## config.mk

```make
export PLATFORM = sky130hd
export DESIGN_NAME = frame_byte_serializer
export DESIGN_NICKNAME = d
export VERILOG_FILES = /design/src/rtl/frame_byte_serializer.sv
export SDC_FILE = /design/constraint.sdc
export NUM_CORES = 1
export LEC_CHECK = 0
export ABC_AREA = 1
export CAP_MARGIN = 40
export CORE_MARGIN = 2
export CORE_UTILIZATION = 58
export DETAILED_ROUTE_END_ITERATION = 8
export HOLD_SLACK_MARGIN = 0.12
export PLACE_DENSITY_LB_ADDON = 0.05
export SLEW_MARGIN = 10
export SYNTH_ARGS = -nofsm -noshare
export SYNTH_HDL_FRONTEND = slang
export SYNTH_SLANG_ARGS = --single-unit
```

## constraint.sdc

```tcl
create_clock -name clk -period 8.4 [get_ports clk]
set_input_delay 0.84 -clock clk [delete_from_list [all_inputs] [get_ports clk]]
set_output_delay 0.84 -clock clk [all_outputs]
set_load 0.01 [all_outputs]
```

## src/rtl/frame_byte_serializer.sv

```systemverilog
// Streams a stored RGB frame as BGR bytes, bottom row first, under a write/ready handshake.
// Define SER_CHECKSUM_EN to add the frame_sum output (mod-2^16 sum of accepted bytes).
module frame_byte_serializer #(
  parameter int H_RES  = 100,
  parameter int V_RES  = 100,
  parameter int ADDR_W = 14
) (
  input  logic              clk,
  input  logic              reset,
  input  logic              start,
  output logic              busy,
  output logic              done,
  output logic              mem_rd_en,
  output logic [ADDR_W-1:0] mem_addr,
  input  logic [23:0]       mem_rdata,
  output logic [7:0]        FrameDataOut,
  output logic              write,
  input  logic              ready
`ifdef SER_CHECKSUM_EN
  ,
  output logic [15:0]       frame_sum
`endif
);

  localparam int COL_W = (H_RES > 1) ? $clog2(H_RES) : 1;
  localparam int ROW_W = (V_RES > 1) ? $clog2(V_RES) : 1;

  typedef enum logic [2:0] {S_IDLE, S_RD, S_LAT, S_EMIT, S_FIN} state_t;

  state_t             state_q, state_d;
  logic [ROW_W-1:0]   row_q, row_d;
  logic [COL_W-1:0]   col_q, col_d;
  logic [1:0]         idx_q, idx_d;
  logic [23:0]        pix_q, pix_d;

  always_ff @(posedge clk or posedge reset) begin
    if (reset) begin
      state_q <= S_IDLE;
      row_q   <= '0;
      col_q   <= '0;
      idx_q   <= '0;
      pix_q   <= '0;
    end else begin
      state_q <= state_d;
      row_q   <= row_d;
      col_q   <= col_d;
      idx_q   <= idx_d;
      pix_q   <= pix_d;
    end
  end

  // Outputs decode from the state register so an async reset clears them at once.
  always_comb begin
    state_d      = state_q;
    row_d        = row_q;
    col_d        = col_q;
    idx_d        = idx_q;
    pix_d        = pix_q;
    busy         = 1'b0;
    done         = 1'b0;
    mem_rd_en    = 1'b0;
    mem_addr     = '0;
    write        = 1'b0;
    FrameDataOut = '0;
    case (state_q)
      S_IDLE: begin
        if (start) begin
          row_d   = ROW_W'(V_RES - 1);
          col_d   = '0;
          idx_d   = '0;
          state_d = S_RD;
        end
      end
      S_RD: begin
        busy      = 1'b1;
        mem_rd_en = 1'b1;
        mem_addr  = ADDR_W'(32'(row_q) * 32'(H_RES) + 32'(col_q));
        state_d   = S_LAT;
      end
      S_LAT: begin
        busy    = 1'b1;
        pix_d   = mem_rdata;
        state_d = S_EMIT;
      end
      S_EMIT: begin
        busy  = 1'b1;
        write = 1'b1;
        case (idx_q)
          2'd0:    FrameDataOut = pix_q[7:0];
          2'd1:    FrameDataOut = pix_q[15:8];
          default: FrameDataOut = pix_q[23:16];
        endcase
        if (ready) begin
          if (idx_q == 2'd2) begin
            idx_d = '0;
            if (col_q != COL_W'(H_RES - 1)) begin
              col_d   = col_q + 1'b1;
              state_d = S_RD;
            end else if (row_q != '0) begin
              col_d   = '0;
              row_d   = row_q - 1'b1;
              state_d = S_RD;
            end else begin
              state_d = S_FIN;
            end
          end else begin
            idx_d = idx_q + 1'b1;
          end
        end
      end
      S_FIN: begin
        done    = 1'b1;
        state_d = S_IDLE;
      end
      default: state_d = S_IDLE;
    endcase
  end

`ifdef SER_CHECKSUM_EN
  logic [15:0] sum_q;

  always_ff @(posedge clk or posedge reset) begin
    if (reset) begin
      sum_q <= '0;
    end else if (state_q == S_IDLE && start) begin
      sum_q <= '0;
    end else if (write && ready) begin
      sum_q <= sum_q + 16'(FrameDataOut);
    end
  end

  assign frame_sum = sum_q;
`endif

endmodule

```

# After elaboration in Yosys (flattened, before gate mapping)
# Cells that the tools add are included.
# W data, S select, Z words.
word_totals:
  register_bits: 43
  inputBits: 28
  output_inout_bits: 26
  elab_cells: 61
classes:
  add_sub_neg: 4
  multipliers: 1
  n_eq_ne: 13
  mux: 29
  reduce_logical: 9
ops:
  columns: ["operator", "n"]
  rows:
  - ["$mux W7", 10]
  - ["$pmux W7 S2", 2]
  - ["$pmux W8 S2", 1]
  - ["$mux W3", 5]
  - ["$add A14 B7 Y14", 1]
  - ["$mux W14", 1]
  - ["$mul A7 B5 Y12 const B", 1]
  - ["$pmux W3 S4", 1]
  - ["$ne A2 B2 Y1 const B", 5]
  - ["$mux W8", 1]
  - ["$add A7 B1 Y7 const B", 1]
  - ["$ne A7 B7 Y1 const B", 1]
  - ["$reduce_bool A7 Y1", 1]
  - ["$sub A7 B1 Y7 const B", 1]
  - ["$eq A3 B2 Y1 const B", 2]
  - ["$mux W2", 3]
  - ["$reduce_and A3 Y1", 2]
  - ["$reduce_and A6 Y1", 1]
  - ["$reduce_and A5 Y1", 1]
  - ["$mux W1", 4]
  - ["$pmux W2 S2", 1]
  - ["$eq A3 B1 Y1 const B", 1]
  - ["$eq A3 B3 Y1 const B", 1]
  - ["$logic_not A3 Y1", 1]
  - ["7 further kinds", 7]

# Logic depth before layout (Yosys ltp)
# Gate-level depths: netlist of run 1.
logic_depth:
  word_depth: 6
  mapped_depth: 18
  mapped_depth_nobuf: 18

# Least setup slack after synthesis of run 1
# Ideal clock, no wire load.
synth_timing:
  path_kind: "reg-to-output"
  from: "register row_q[2]"
  to: "output mem_addr[13]"
  arrival_ns: 2.765
  required_ns: 7.560
  path_slack_ns: 4.795
  path_stages_with_launch: 14
  n_path_buf: 0
  path_cell_list: "dfrtp_1 inv_1 ha_1 ha_1 fa_1 ha_1 or2_2 nand3_1 nand2_1 nand2_1 nand2_1 nor2_1 a21oi_1 nor2_1"
synth_via:
  elab_chain_len: 3
synth_rtl:
  columns: ["element", "line_no", "source"]
  rows:
  - ["start: declaration", "31", "logic [ROW_W-1:0] row_q, row_d;"]
  - ["start signal: assignment", "45", "row_q <= row_d;"]
  - ["$mul A7 B5 Y12", "77", "mem_addr = ADDR_W'(32'(row_q) * 32'(H_RES) + 32'(col_q));"]
  - ["$add A14 B7 Y14", "77", null]
  - ["$mux W14", "65", "case (state_q)"]
  - ["end: declaration", "14", "output logic [ADDR_W-1:0] mem_addr,"]
# No other way between the ends.

# Worst setup path in the final report of run 1
# Same ends and word-level chain as after synthesis.

==> results of run 1 <==
registers in the layout (all words and copies together), names as in the netlist:
name,cells
col_q,7
state_q,3
pix_q,24
row_q,7
idx_q,2
how the worst max path moves through the flow:
stage	startpoint	end	slack, ns	cells after the start
finish	row_q[2]	mem_addr[13]	3.83	14
global route	row_q[2]	mem_addr[13]	3.54	15
CTS	row_q[2]	mem_addr[13]	3.80	14
detailed placement	row_q[2]	mem_addr[13]	4.13	14
global placement	row_q[2]	mem_addr[13]	4.24	14
floorplan	row_q[2]	mem_addr[13]	4.79	13
final cells by class:
class / instances / area (um2)
multi-input combinational: 352 / 1919
inverter: 61 / 229.0
tap: 72 / 90.09
clock inverter: 2 / 12.51
timing repair buffer: 56 / 550.5
clock buffer: 6 / 72.57
sequential: 43 / 1076
fill: 495 / 1523
layer usage:
layer / track usage / part of all wire
met5: 0 / 0
met4: 0.07586 / 0.014
met3: 0.03750 / 0.040
met2: 0.4373 / 0.50
met1: 0.2982 / 0.45
critical path, delay by kind of cell, from the launching register on:
| family | cells | cell delay [ns] |
|---|---|---|
| compound gates | 1 | 0.08 |
| flops | 1 | 0.44 |
| fa+ha+maj | 4 | 1.39 |
| simple gates | 7 | 0.87 |
| buf+inv | 2 | 0.65 |
cells in the mapped netlist (all sizes together):
master  count
nor3b       1
nand2     182
a31oi       1
buf         3
xor2        7
nand4       5
nor4        1
a21oi      15
o21a        2
a21o        1
clkbuf      6
inv        61
o22ai       1
ha         37
dfrtp      43
fa          3
o21ai      25
nor3        5
nor2       27
nand3      36
or2         2
o211ai      1
per-stage QoR:
stage	setup WS (ns)	hold WS, ns	total power, uW
final	3.825	0.4768	1585
after global routing	3.536	0.4974	1775
after CTS	3.801	0.4789	1595
after detailed placement	4.135	0.4584	1457
after global placement	4.235	0.4535	1428
after floorplan	4.795	0.4422	1153
power by group:
part | total, uW | internal (uW) | switching, uW
logic | 1090 | 430 | 658
clock network | 127 | 58.1 | 68.8
registers | 370 | 296 | 74.4
total | 1590 | 784 | 801
placed cells by master, fill, tap and decap left out, types with 4 or more instances in the layout:
master                            synthesis  layout
sky130_fd_sc_hd__ha_1                    37      37
sky130_fd_sc_hd__xor2_1                   7       7
sky130_fd_sc_hd__o21ai_1                  6       6
sky130_fd_sc_hd__nor2_1                  26      26
sky130_fd_sc_hd__a21oi_1                 15      15
sky130_fd_sc_hd__nand3_1                 35      35
sky130_fd_sc_hd__clkdlybuf4s50_1          0      53
sky130_fd_sc_hd__dfrtp_1                 43      43
sky130_fd_sc_hd__inv_1                   58      58
sky130_fd_sc_hd__clkbuf_8                 0       5
sky130_fd_sc_hd__nand4_1                  4       4
sky130_fd_sc_hd__nand2_1                180     180
sky130_fd_sc_hd__o21ai_0                 19      19
cells by family after synthesis:
| family | synth area share |
|---|---|
| buffers and inverters | 0.08521 |
| AO/OA/AOI/OAI | 0.07413 |
| adder cells (fa/ha/maj) | 0.1597 |
| AND/OR/NAND/NOR | 0.3336 |
| XOR/XNOR | 0.01872 |
| flip-flops | 0.3286 |
==> out/metrics.json, run 1 <==
{
  "run_status": {"value": "finished clean"},
  "cpMaxStageDelayCell": {"value": "sky130_fd_sc_hd__clkdlybuf4s50_1"},
  "stdcell_area": {"value": 3950, "unit": "um2"},
  "critPathLaunchType": {"value": "flop"},
  "core_region_area": {"value": 5473, "unit": "um2"},
  "placement.io_buffers": {"value": 53},
  "detailedRoute.firstPassIterationCount": {"value": 4},
  "timing.final.hold_violations": {"value": 0},
  "insertion_delay": {"value": 0.29, "unit": "ns"},
  "crit_path_max_incr_delay": {"value": 0.53, "unit": "ns"},
  "h-tree-depth": {"value": 2},
  "clk_transition_reported_paths": {"value": 0.08, "unit": "ns"},
  "timing.reg2reg.worst_path_depth": {"value": 7},
  "skew_final": {"value": 0.006306, "unit": "ns"},
  "path_cells": {"value": "inv_1, ha_1, ha_1, fa_1, ha_1, or2_2, nand3_1, nand2_1, nand2_1, nand2_1, nor2_1, a21oi_1, nor2_1, clkdlybuf4s50_1"},
  "grt_start_max_net_pins": {"value": 44},
  "dpl_cell_area": {"value": 3865, "unit": "um2"},
  "via_count_of_the_first_global_routing_pass": {"value": 2926},
  "ys_top_cells_by_area": {"value": "sky130_fd_sc_hd__dfrtp_1, sky130_fd_sc_hd__nand2_1, sky130_fd_sc_hd__ha_1"},
  "worst_slew_pin_slew": {"value": 0.8614, "unit": "ns"},
  "syn_to_final_growth": {"value": 20.63, "unit": "%"},
  "die_height": {"value": 79.14, "unit": "um"},
  "fmaxAchievable": {"value": 0.2186, "unit": "GHz"},
  "hold-path-cell-count": {"value": 2},
  "place_congestion": {"value": 0.9036},
  "worst-path-max-fanout": {"value": 6},
  "antenna_found_initial": {"value": 0},
  "numCtsBuffers": {"value": 5},
  "timing.critical_path.arrival": {"value": 3.73, "unit": "ns"},
  "dp_hpwl": {"value": 5399, "unit": "um"},
  "setup_violations": {"value": 0},
  "drc_errors": {"value": 0},
  "synth_seq_cells": {"value": 43},
  "cts.repair_timing.setup_buffer_count": {"value": 0},
  "num-nets-final": {"value": 587},
  "unrepaired_setup_endpoints_after_global_routing": {"value": "no"},
  "maxCapViolCount": {"value": 0},
  "worst_slew_margin_rel": {"value": 0.4239},
  "peakVddDrop": {"value": 0.2000, "unit": "mV"},
  "synthesis.instances": {"value": 465},
  "power.density": {"value": 401.3, "unit": "nW/um2"},
  "grt_use_total": {"value": 0.2430},
  "post_layout_nonfiller_instances": {"value": 592},
  "seq_area_frac_synth": {"value": 0.3286},
  "synth_cell_types": {"value": 33},
  "design.portCount": {"value": 54},
  "yosysTopAreaCellShare": {"value": 0.3286},
  "post-route-period-util": {"value": 0.5446},
  "clk_path_buf_depth": {"value": 2},
  "antenna_cells_inserted": {"value": 0},
  "num_rows": {"value": 27},
  "hold_path_startpoint": {"value": "pix_q[12]"},
  "library_cell_occupying_the_most_area_in_the_post_synthesis_netlist": {"value": "sky130_fd_sc_hd__dfrtp_1"},
  "critPathRequiredTime": {"value": 7.56, "unit": "ns"},
  "ant_nets": {"value": 0},
  "timing.reg2reg.setup_slack": {"value": 5.99, "unit": "ns"},
  "die_area": {"value": 6262, "unit": "um2"},
  "floorplan.initialDensity": {"value": 0.5983},
  "timing.rr.end": {"value": "row_q[5]"},
  "worstSetupPathType": {"value": "flop to output pin"},
  "tritoncts_clock_tree": {"value": "done"},
  "whs_endpoint": {"value": "pix_q[12]"},
  "wl": {"value": 6959, "unit": "um"},
  "regToRegStartpoint": {"value": "state_q[2]"},
  "initialDrtViolationCount": {"value": 93},
  "final_max_slew_viol_count": {"value": 0},
  "path_type_of_the_worst_min_delay_path": {"value": "flop to flop"},
  "numClockSinks": {"value": 43},
  "ys_warn_count": {"value": 0},
  "wl_per_cell": {"value": 11.76, "unit": "um"},
  "utilization": {"value": 0.7218},
  "ctsHoldBuffers": {"value": 0},
  "die_span_in_x": {"value": 79.14, "unit": "um"},
  "grt_remaining_overflow": {"value": 0},
  "layout_min_cycle_time": {"value": 4.575, "unit": "ns"},
  "number_of_instances_resized_during_post_cts_repair": {"value": 0},
  "grt_pass1_wl": {"value": 12300, "unit": "um"},
  "root_cell_of_the_clock_tree": {"value": "sky130_fd_sc_hd__clkbuf_8"},
  "power_leakage": {"value": 0.002137, "unit": "uW"},
  "timing.setup.tns": {"value": 0, "unit": "ns"},
  "via_count_of_the_routed_design": {"value": 3049},
  "timing.critical_path.to_type": {"value": "output pin"},
  "syn-mean-instance-area": {"value": 7.042, "unit": "um2"},
  "detail_route.vias_per_cell": {"value": 5.150},
  "number_of_nets_in_the_synthesized_netlist": {"value": 533},
  "final_layout_size_suffix_gt1_frac": {"value": 0.04038},
  "post_synth_instance_area": {"value": 3274, "unit": "um2"},
  "place_inst": {"value": 584}
}
(Power assumes the default switching activity.)
==> run 2: changes to the inputs <==
--- a/config.mk
+++ b/config.mk
@@ -8,7 +8,7 @@
 export ABC_AREA = 1
 export CAP_MARGIN = 40
 export CORE_MARGIN = 2
-export CORE_UTILIZATION = 58
+export CORE_UTILIZATION = 49
 export DETAILED_ROUTE_END_ITERATION = 8
 export HOLD_SLACK_MARGIN = 0.12
 export PLACE_DENSITY_LB_ADDON = 0.05
==> constraint.sdc (replaced) <==
create_clock -name clk -period 3.71 [get_ports clk]
set_input_delay 0.371 -clock clk [delete_from_list [all_inputs] [get_ports clk]]
set_output_delay 0.371 -clock clk [all_outputs]
set_load 0.01 [all_outputs]
==> run 2 against run 1 <==
Effect of this change:
- the run now ends with DRC left
- via count rose by 0.20%
- setup slack got worse by 3.7 ns
- final cell count rose by 2.5%
- flip-flop and latch count did not move
- count of clock-buffer cells in the layout fell by 1
- critical path type unchanged
==> out/metrics.json, run 2 (same netlist as run 1, synthesis figures left out) <==
{
  "run_status": {"value": "finished, violations left"},
  "violations_in_the_final_reports": {"value": "DRC"},
  "place_congestion": {"value": 0.8221},
  "syn_to_final_growth": {"value": 25.14, "unit": "%"},
  "num-nets-final": {"value": 597},
  "insertion_delay": {"value": 0.30, "unit": "ns"},
  "num_rows": {"value": 29},
  "wl": {"value": 7318, "unit": "um"},
  "setup_slack": {"value": 0.1665, "unit": "ns"},
  "die_height": {"value": 85.75, "unit": "um"},
  "timing.critical_path.to_type": {"value": "output pin"},
  "ctsHoldBuffers": {"value": 0},
  "largestRegisters": {"value": "pix_q: 24 flops, col_q: 7 flops, row_q: 7 flops"},
  "grt_start_max_net_pins": {"value": 44},
  "root_cell_of_the_clock_tree": {"value": "sky130_fd_sc_hd__clkbuf_8"},
  "final_layout_size_suffix_gt1_frac": {"value": 0.1000},
  "drc_errors": {"value": 2},
  "via_count_of_the_routed_design": {"value": 3055},
  "layout_min_cycle_time": {"value": 3.543, "unit": "ns"},
  "placement.io_buffers": {"value": 53},
  "antenna_found_initial": {"value": 0},
  "worst_slew_pin_slew": {"value": 0.7161, "unit": "ns"},
  "wl_per_cell": {"value": 12.06, "unit": "um"},
  "hold_slack": {"value": 0.4746, "unit": "ns"},
  "fmaxAchievable": {"value": 0.2822, "unit": "GHz"},
  "die_area": {"value": 7352, "unit": "um2"},
  "preCtsSetupSlack": {"value": 0.06880, "unit": "ns"},
  "stdcell_area": {"value": 4098, "unit": "um2"},
  "largest_register_ff_count": {"value": 24},
  "worst-path-max-fanout": {"value": 4},
  "largest_register": {"value": "pix_q"},
  "post-route-period-util": {"value": 0.9551},
  "numCtsBuffers": {"value": 5},
  "floorplan.initialDensity": {"value": 0.5098},
  "worst_slew_margin_rel": {"value": 0.5210},
  "fillCellCount": {"value": 601},
  "h-tree-depth": {"value": 2},
  "detail_route.vias_per_cell": {"value": 5.033},
  "area_of_combinational_cells_with_multiple_inputs": {"value": 1969, "unit": "um2"},
  "initialDrtViolationCount": {"value": 110},
  "dpl_cell_area": {"value": 3926, "unit": "um2"},
  "via_count_of_the_first_global_routing_pass": {"value": 2978},
  "critPathLaunchType": {"value": "flop"},
  "detailedRoute.firstPassIterationCount": {"value": 7},
  "final_max_slew_viol_count": {"value": 0},
  "grt_use_total": {"value": 0.2133},
  "grt_pass1_wl": {"value": 12810, "unit": "um"},
  "die_span_in_x": {"value": 85.75, "unit": "um"},
  "power.density": {"value": 951.7, "unit": "nW/um2"},
  "sequential_cell_area": {"value": 1077, "unit": "um2"},
  "design.portCount": {"value": 54},
  "tritoncts_clock_tree": {"value": "done"},
  "core_region_area": {"value": 6422, "unit": "um2"},
  "clk_transition_reported_paths": {"value": 0.09, "unit": "ns"},
  "skew_final": {"value": 0.006847, "unit": "ns"},
  "ant_nets": {"value": 0},
  "mostFrequentLayoutCells": {"value": "sky130_fd_sc_hd__nand2_1, sky130_fd_sc_hd__inv_1, sky130_fd_sc_hd__clkdlybuf4s50_1"},
  "power_leakage": {"value": 0.002229, "unit": "uW"},
  "timing.final.hold_violations": {"value": 0},
  "peakVddDrop": {"value": 0.3975, "unit": "mV"},
  "utilization": {"value": 0.6380},
  "antenna_cells_inserted": {"value": 0},
  "place_inst": {"value": 596},
  "path_type_of_the_worst_min_delay_path": {"value": "flop to flop"},
  "maxCapViolCount": {"value": 0},
  "layout_commonest_cell": {"value": "sky130_fd_sc_hd__nand2_1"},
  "setup_violations": {"value": 0},
  "post_layout_nonfiller_instances": {"value": 607},
  "worstSetupPathType": {"value": "flop to output pin"},
  "numClockSinks": {"value": 43},
  "dp_hpwl": {"value": 5458, "unit": "um"},
  "clk_path_buf_depth": {"value": 2},
  "timing.critical_path.arrival": {"value": 3.17, "unit": "ns"},
  "grt_remaining_overflow": {"value": 0},
  "critPathRequiredTime": {"value": 3.34, "unit": "ns"}
}
==> run 2: cell types whose count changed in the layout (fill, tap and decap cells not counted), moves of 3 or more <==
cell | before | now
sky130_fd_sc_hd__nand3_2 | 1 | 4
sky130_fd_sc_hd__nand3_1 | 35 | 32
sky130_fd_sc_hd__nand2_2 | 1 | 4
sky130_fd_sc_hd__clkbuf_2 | 0 | 3
sky130_fd_sc_hd__clkdlybuf4s50_1 | 53 | 47
sky130_fd_sc_hd__inv_1 | 58 | 53
sky130_fd_sc_hd__buf_4 | 2 | 13
sky130_fd_sc_hd__inv_2 | 3 | 8
sky130_fd_sc_hd__nand2_1 | 180 | 177
==> run 2: worst paths after layout <==
kind	start	to	slack [ns]	cells after the start
setup / recovery	row_q[0]	mem_addr[8]	0.17	11
hold / removal	pix_q[4]	pix_q[4]	0.47	2
setup reg to reg	state_q[2]	row_q[5]	1.42	7
hold reg to reg	pix_q[4]	pix_q[4]	0.47	2
max in group asynchronous	reset	row_q[5]	2.79	3
min in group asynchronous	reset	pix_q[8]	0.50	3
==> run 2: cell type report <==
cell class	count	share of cell area
multi-input combinational	352	0.4806
sequential	43	0.2629
timing repair buffer	66	0.1496
inverter	61	0.05588
tap	77	0.02351
clock buffer	5	0.01679
clock inverter	3	0.01069
==> run 2: power breakdown <==
part	leakage, uW	internal (uW)	switching, uW
Clock	0.0000581	201	172
Combinational	0.00163	1080	1640
Sequential	0.000538	670	137
Total	0.00223	1950	1950
==> run 2: worst max-delay path, cell delays in order, from the launching register on <==
cell and delay (ns):
sky130_fd_sc_hd__dfrtp_1 0.41, sky130_fd_sc_hd__buf_4 0.15, sky130_fd_sc_hd__ha_1 0.19, sky130_fd_sc_hd__ha_1 0.27, sky130_fd_sc_hd__ha_1 0.31, sky130_fd_sc_hd__inv_1 0.07
sky130_fd_sc_hd__fa_2 0.61, sky130_fd_sc_hd__inv_1 0.06, sky130_fd_sc_hd__nand2_1 0.08, sky130_fd_sc_hd__o21ai_0 0.07, sky130_fd_sc_hd__a21oi_1 0.12, sky130_fd_sc_hd__clkdlybuf4s50_1 0.54
==> run 2: routing by layer <==
metal | vias up | global-route usage | routed length [um]
li1 | 1598 | - | -
met1 | 1397 | 0.2700 | 3395
met2 | 55 | 0.3786 | 3634
met3 | 5 | 0.03561 | 223
met4 | 0 | 0.05483 | 64
met5 | - | 0 | 0
==> run 2: metrics by stage <==
stage	setup TNS [ns]	power, uW
floorplan	0	2610
global placement	0	3325
detailed placement	0	3363
CTS	-0.2356	3786
global route	-0.008023	4346
finish	0	3900
==> run 2: repair_timing <==
action	in CTS	in global routing
resized for setup	8	23
endpoints found under the hold margin	0	0
pin swaps	0	5
setup buffers	2	1
endpoints found under the setup margin	6	6
==> run 3: changes to the inputs <==
--- a/config.mk
+++ b/config.mk
@@ -12,6 +12,7 @@
 export DETAILED_ROUTE_END_ITERATION = 8
 export HOLD_SLACK_MARGIN = 0.12
 export PLACE_DENSITY_LB_ADDON = 0.05
+export REMOVE_ABC_BUFFERS = 1
 export SLEW_MARGIN = 10
 export SYNTH_ARGS = -nofsm -noshare
 export SYNTH_HDL_FRONTEND = slang
==> run 3 against run 2 <==
Effect of this change:
- the flow still finishes with violations (DRC)
- power up 5.7%
- count of clock-buffer cells in the layout up 1
- first-iteration DRC count is 26% lower
- utilization is 2.2 points higher
- cell area rose by 3.5%
- largest power group unchanged
- critical path depth up 6
==> out/metrics.json, run 3 (same netlist as run 1, synthesis figures left out) <==
{
  "run_status": {"value": "finished, violations left"},
  "violations_in_the_final_reports": {"value": "DRC"},
  "via_count_of_the_first_global_routing_pass": {"value": 2882},
  "cp_top_family": {"value": "adder cells"},
  "floorplan.initialDensity": {"value": 0.5098},
  "power_leakage": {"value": 0.002250, "unit": "uW"},
  "setup_slack": {"value": 0.1692, "unit": "ns"},
  "stdcell_area": {"value": 4240, "unit": "um2"},
  "grt_remaining_overflow": {"value": 0},
  "crit_path_max_incr_delay": {"value": 0.43, "unit": "ns"},
  "cpMaxStageDelayCell": {"value": "sky130_fd_sc_hd__fa_1"},
  "placement.io_buffers": {"value": 53},
  "regToRegStartpoint": {"value": "state_q[2]"},
  "power.density": {"value": 971.8, "unit": "nW/um2"},
  "syn_to_final_growth": {"value": 29.50, "unit": "%"},
  "dp_hpwl": {"value": 5227, "unit": "um"},
  "post-route-period-util": {"value": 0.9544},
  "timing.final.hold_violations": {"value": 0},
  "antenna_cells_inserted": {"value": 0},
  "clk_path_buf_depth": {"value": 2},
  "critPathRequiredTime": {"value": 3.34, "unit": "ns"},
  "worst_path_most_repeated_cell": {"value": "sky130_fd_sc_hd__nand2_1"},
  "preCtsSetupSlack": {"value": 0.08481, "unit": "ns"},
  "worst_slew_pin_slew": {"value": 0.8609, "unit": "ns"},
  "root_cell_of_the_clock_tree": {"value": "sky130_fd_sc_hd__clkbuf_8"},
  "maxCapViolCount": {"value": 0},
  "detail_route.vias_per_cell": {"value": 5.083},
  "die_area": {"value": 7352, "unit": "um2"},
  "die_height": {"value": 85.75, "unit": "um"},
  "h-tree-depth": {"value": 2},
  "grt_use_total": {"value": 0.2031},
  "num-nets-final": {"value": 601},
  "path_type_of_the_worst_min_delay_path": {"value": "flop to flop"},
  "ctsHoldBuffers": {"value": 0},
  "mostFrequentLayoutCells": {"value": "sky130_fd_sc_hd__nand2_1, sky130_fd_sc_hd__inv_1, sky130_fd_sc_hd__clkdlybuf4s50_1"},
  "worstSetupPathType": {"value": "flop to output pin"},
  "grt_pass1_wl": {"value": 12340, "unit": "um"},
  "fillCellCount": {"value": 587},
  "die_span_in_x": {"value": 85.75, "unit": "um"},
  "dpl_cell_area": {"value": 3926, "unit": "um2"},
  "drc_errors": {"value": 6},
  "timing.critical_path.to_type": {"value": "output pin"},
  "ant_nets": {"value": 0},
  "timing.critical_path.arrival": {"value": 3.17, "unit": "ns"},
  "final_max_slew_viol_count": {"value": 0},
  "via_count_of_the_routed_design": {"value": 3106},
  "insertion_delay": {"value": 0.29, "unit": "ns"},
  "hold_slack": {"value": 0.4737, "unit": "ns"},
  "worst_slew_margin_rel": {"value": 0.4242},
  "path_cells": {"value": "inv_1, ha_1, ha_4, ha_4, inv_1, fa_1, nand2_1, nand2_1, nor2_2, nand3_2, inv_2, nand3_1, nand2_1, nand2_1, nand2_1, inv_1, dlygate4sd2_1"},
  "timing.setup.tns": {"value": 0, "unit": "ns"},
  "grt_start_max_net_pins": {"value": 44},
  "detailedRoute.firstPassIterationCount": {"value": 9},
  "numCtsBuffers": {"value": 5},
  "skew_final": {"value": 0.007152, "unit": "ns"},
  "wl": {"value": 7239, "unit": "um"},
  "fmaxAchievable": {"value": 0.2824, "unit": "GHz"},
  "worst-path-max-fanout": {"value": 3},
  "timing.reg2reg.worst_path_depth": {"value": 7},
  "tritoncts_clock_tree": {"value": "done"},
  "layout_commonest_cell": {"value": "sky130_fd_sc_hd__nand2_1"},
  "timing.rr.end": {"value": "row_q[5]"},
  "peakVddDrop": {"value": 0.3560, "unit": "mV"},
  "num_rows": {"value": 29},
  "largest_register_ff_count": {"value": 24},
  "critPathCapture": {"value": "mem_addr[12]"},
  "timing.reg2reg.setup_slack": {"value": 1.28, "unit": "ns"},
  "largest_register": {"value": "pix_q"},
  "design.portCount": {"value": 54},
  "initialDrtViolationCount": {"value": 81},
  "numClockSinks": {"value": 43},
  "wl_per_cell": {"value": 11.85, "unit": "um"},
  "cp.buffers_inverters": {"value": 5},
  "layout_min_cycle_time": {"value": 3.541, "unit": "ns"},
  "core_region_area": {"value": 6422, "unit": "um2"},
  "critPathLaunch": {"value": "row_q[1]"},
  "final_layout_size_suffix_gt1_frac": {"value": 0.1255},
  "largestRegisters": {"value": "pix_q: 24 flops, col_q: 7 flops, row_q: 7 flops"},
  "clk_transition_reported_paths": {"value": 0.09, "unit": "ns"},
  "critPathLaunchType": {"value": "flop"},
  "critical_path_cell_count": {"value": 17},
  "setup_violations": {"value": 0},
  "hold-path-cell-count": {"value": 2},
  "antenna_found_initial": {"value": 0},
  "place_congestion": {"value": 0.8409}
}
run 3: changes by cell type in the layout (fill, tap and decap cells not counted), sizes merged:
cell | previous run | this run
buf | 13 | 17
clkinvlp | 0 | 1
clkbuf | 8 | 6
bufinv | 1 | 0
clkinv | 2 | 1
dlymetal6s2s | 1 | 2
dlygate4sd2 | 2 | 4
run 3: area by class of cell:
type | instances | area, um2 | area share
clock buffers | 6 | 72.57 | 0.01711
inverters | 61 | 229.0 | 0.05400
clock inverters | 2 | 12.51 | 0.002951
multi-input cells | 352 | 2095 | 0.4940
well taps | 77 | 96.34 | 0.02272
flip-flops and latches | 43 | 1077 | 0.2541
repair buffers | 70 | 658.1 | 0.1552
run 3: how the worst min path moves through the flow:
| stage | from | to |
|---|---|---|
| after floorplan | pix_q[0] | pix_q[0] |
| after global placement | pix_q[6] | pix_q[6] |
| after detailed placement | pix_q[16] | pix_q[16] |
| after CTS | pix_q[5] | pix_q[5] |
| after global routing | pix_q[13] | pix_q[13] |
| final | pix_q[2] | pix_q[2] |
run 3: per-layer routing:
metal | track usage | up-vias | wire, um
met5 | 0 | - | 0
met4 | 0.04473 | 0 | 104
met3 | 0.03176 | 9 | 308
met2 | 0.3587 | 68 | 3530
met1 | 0.2634 | 1427 | 3295
li1 | - | 1602 | -
run 3: what timing repair did:
item                       4_1_cts  5_1_grt
setup buffers                    3        4
pin swaps                        2        5
gates resized for setup          7       35
setup endpoints to repair        6        7
run 3: metrics by stage:
stage          total power [uW]  utilization  cells
4_1_cts                    3735       0.6297    607
3_5_place_dp               3364       0.6113    596
5_1_grt                    4557       0.6602    611
6_report                   4121       0.6602    611
2_1_floorplan              2558            -    456
3_3_place_gp               3315       0.6113    596
run 3: worst reg2reg max path, delay by kind of cell, from the launching register on:
family / cells / cell delay, ns
AO/OA/AOI/OAI: 2 / 0.24
AND/OR/NAND/NOR: 5 / 1.65
flip-flops: 1 / 0.47
run 3: report_power, final:
part	switching (uW)	internal, uW	total [uW]
sequential	138	670	808
clock	164	132	296
combinational	1740	1280	3020
total	2040	2080	4120
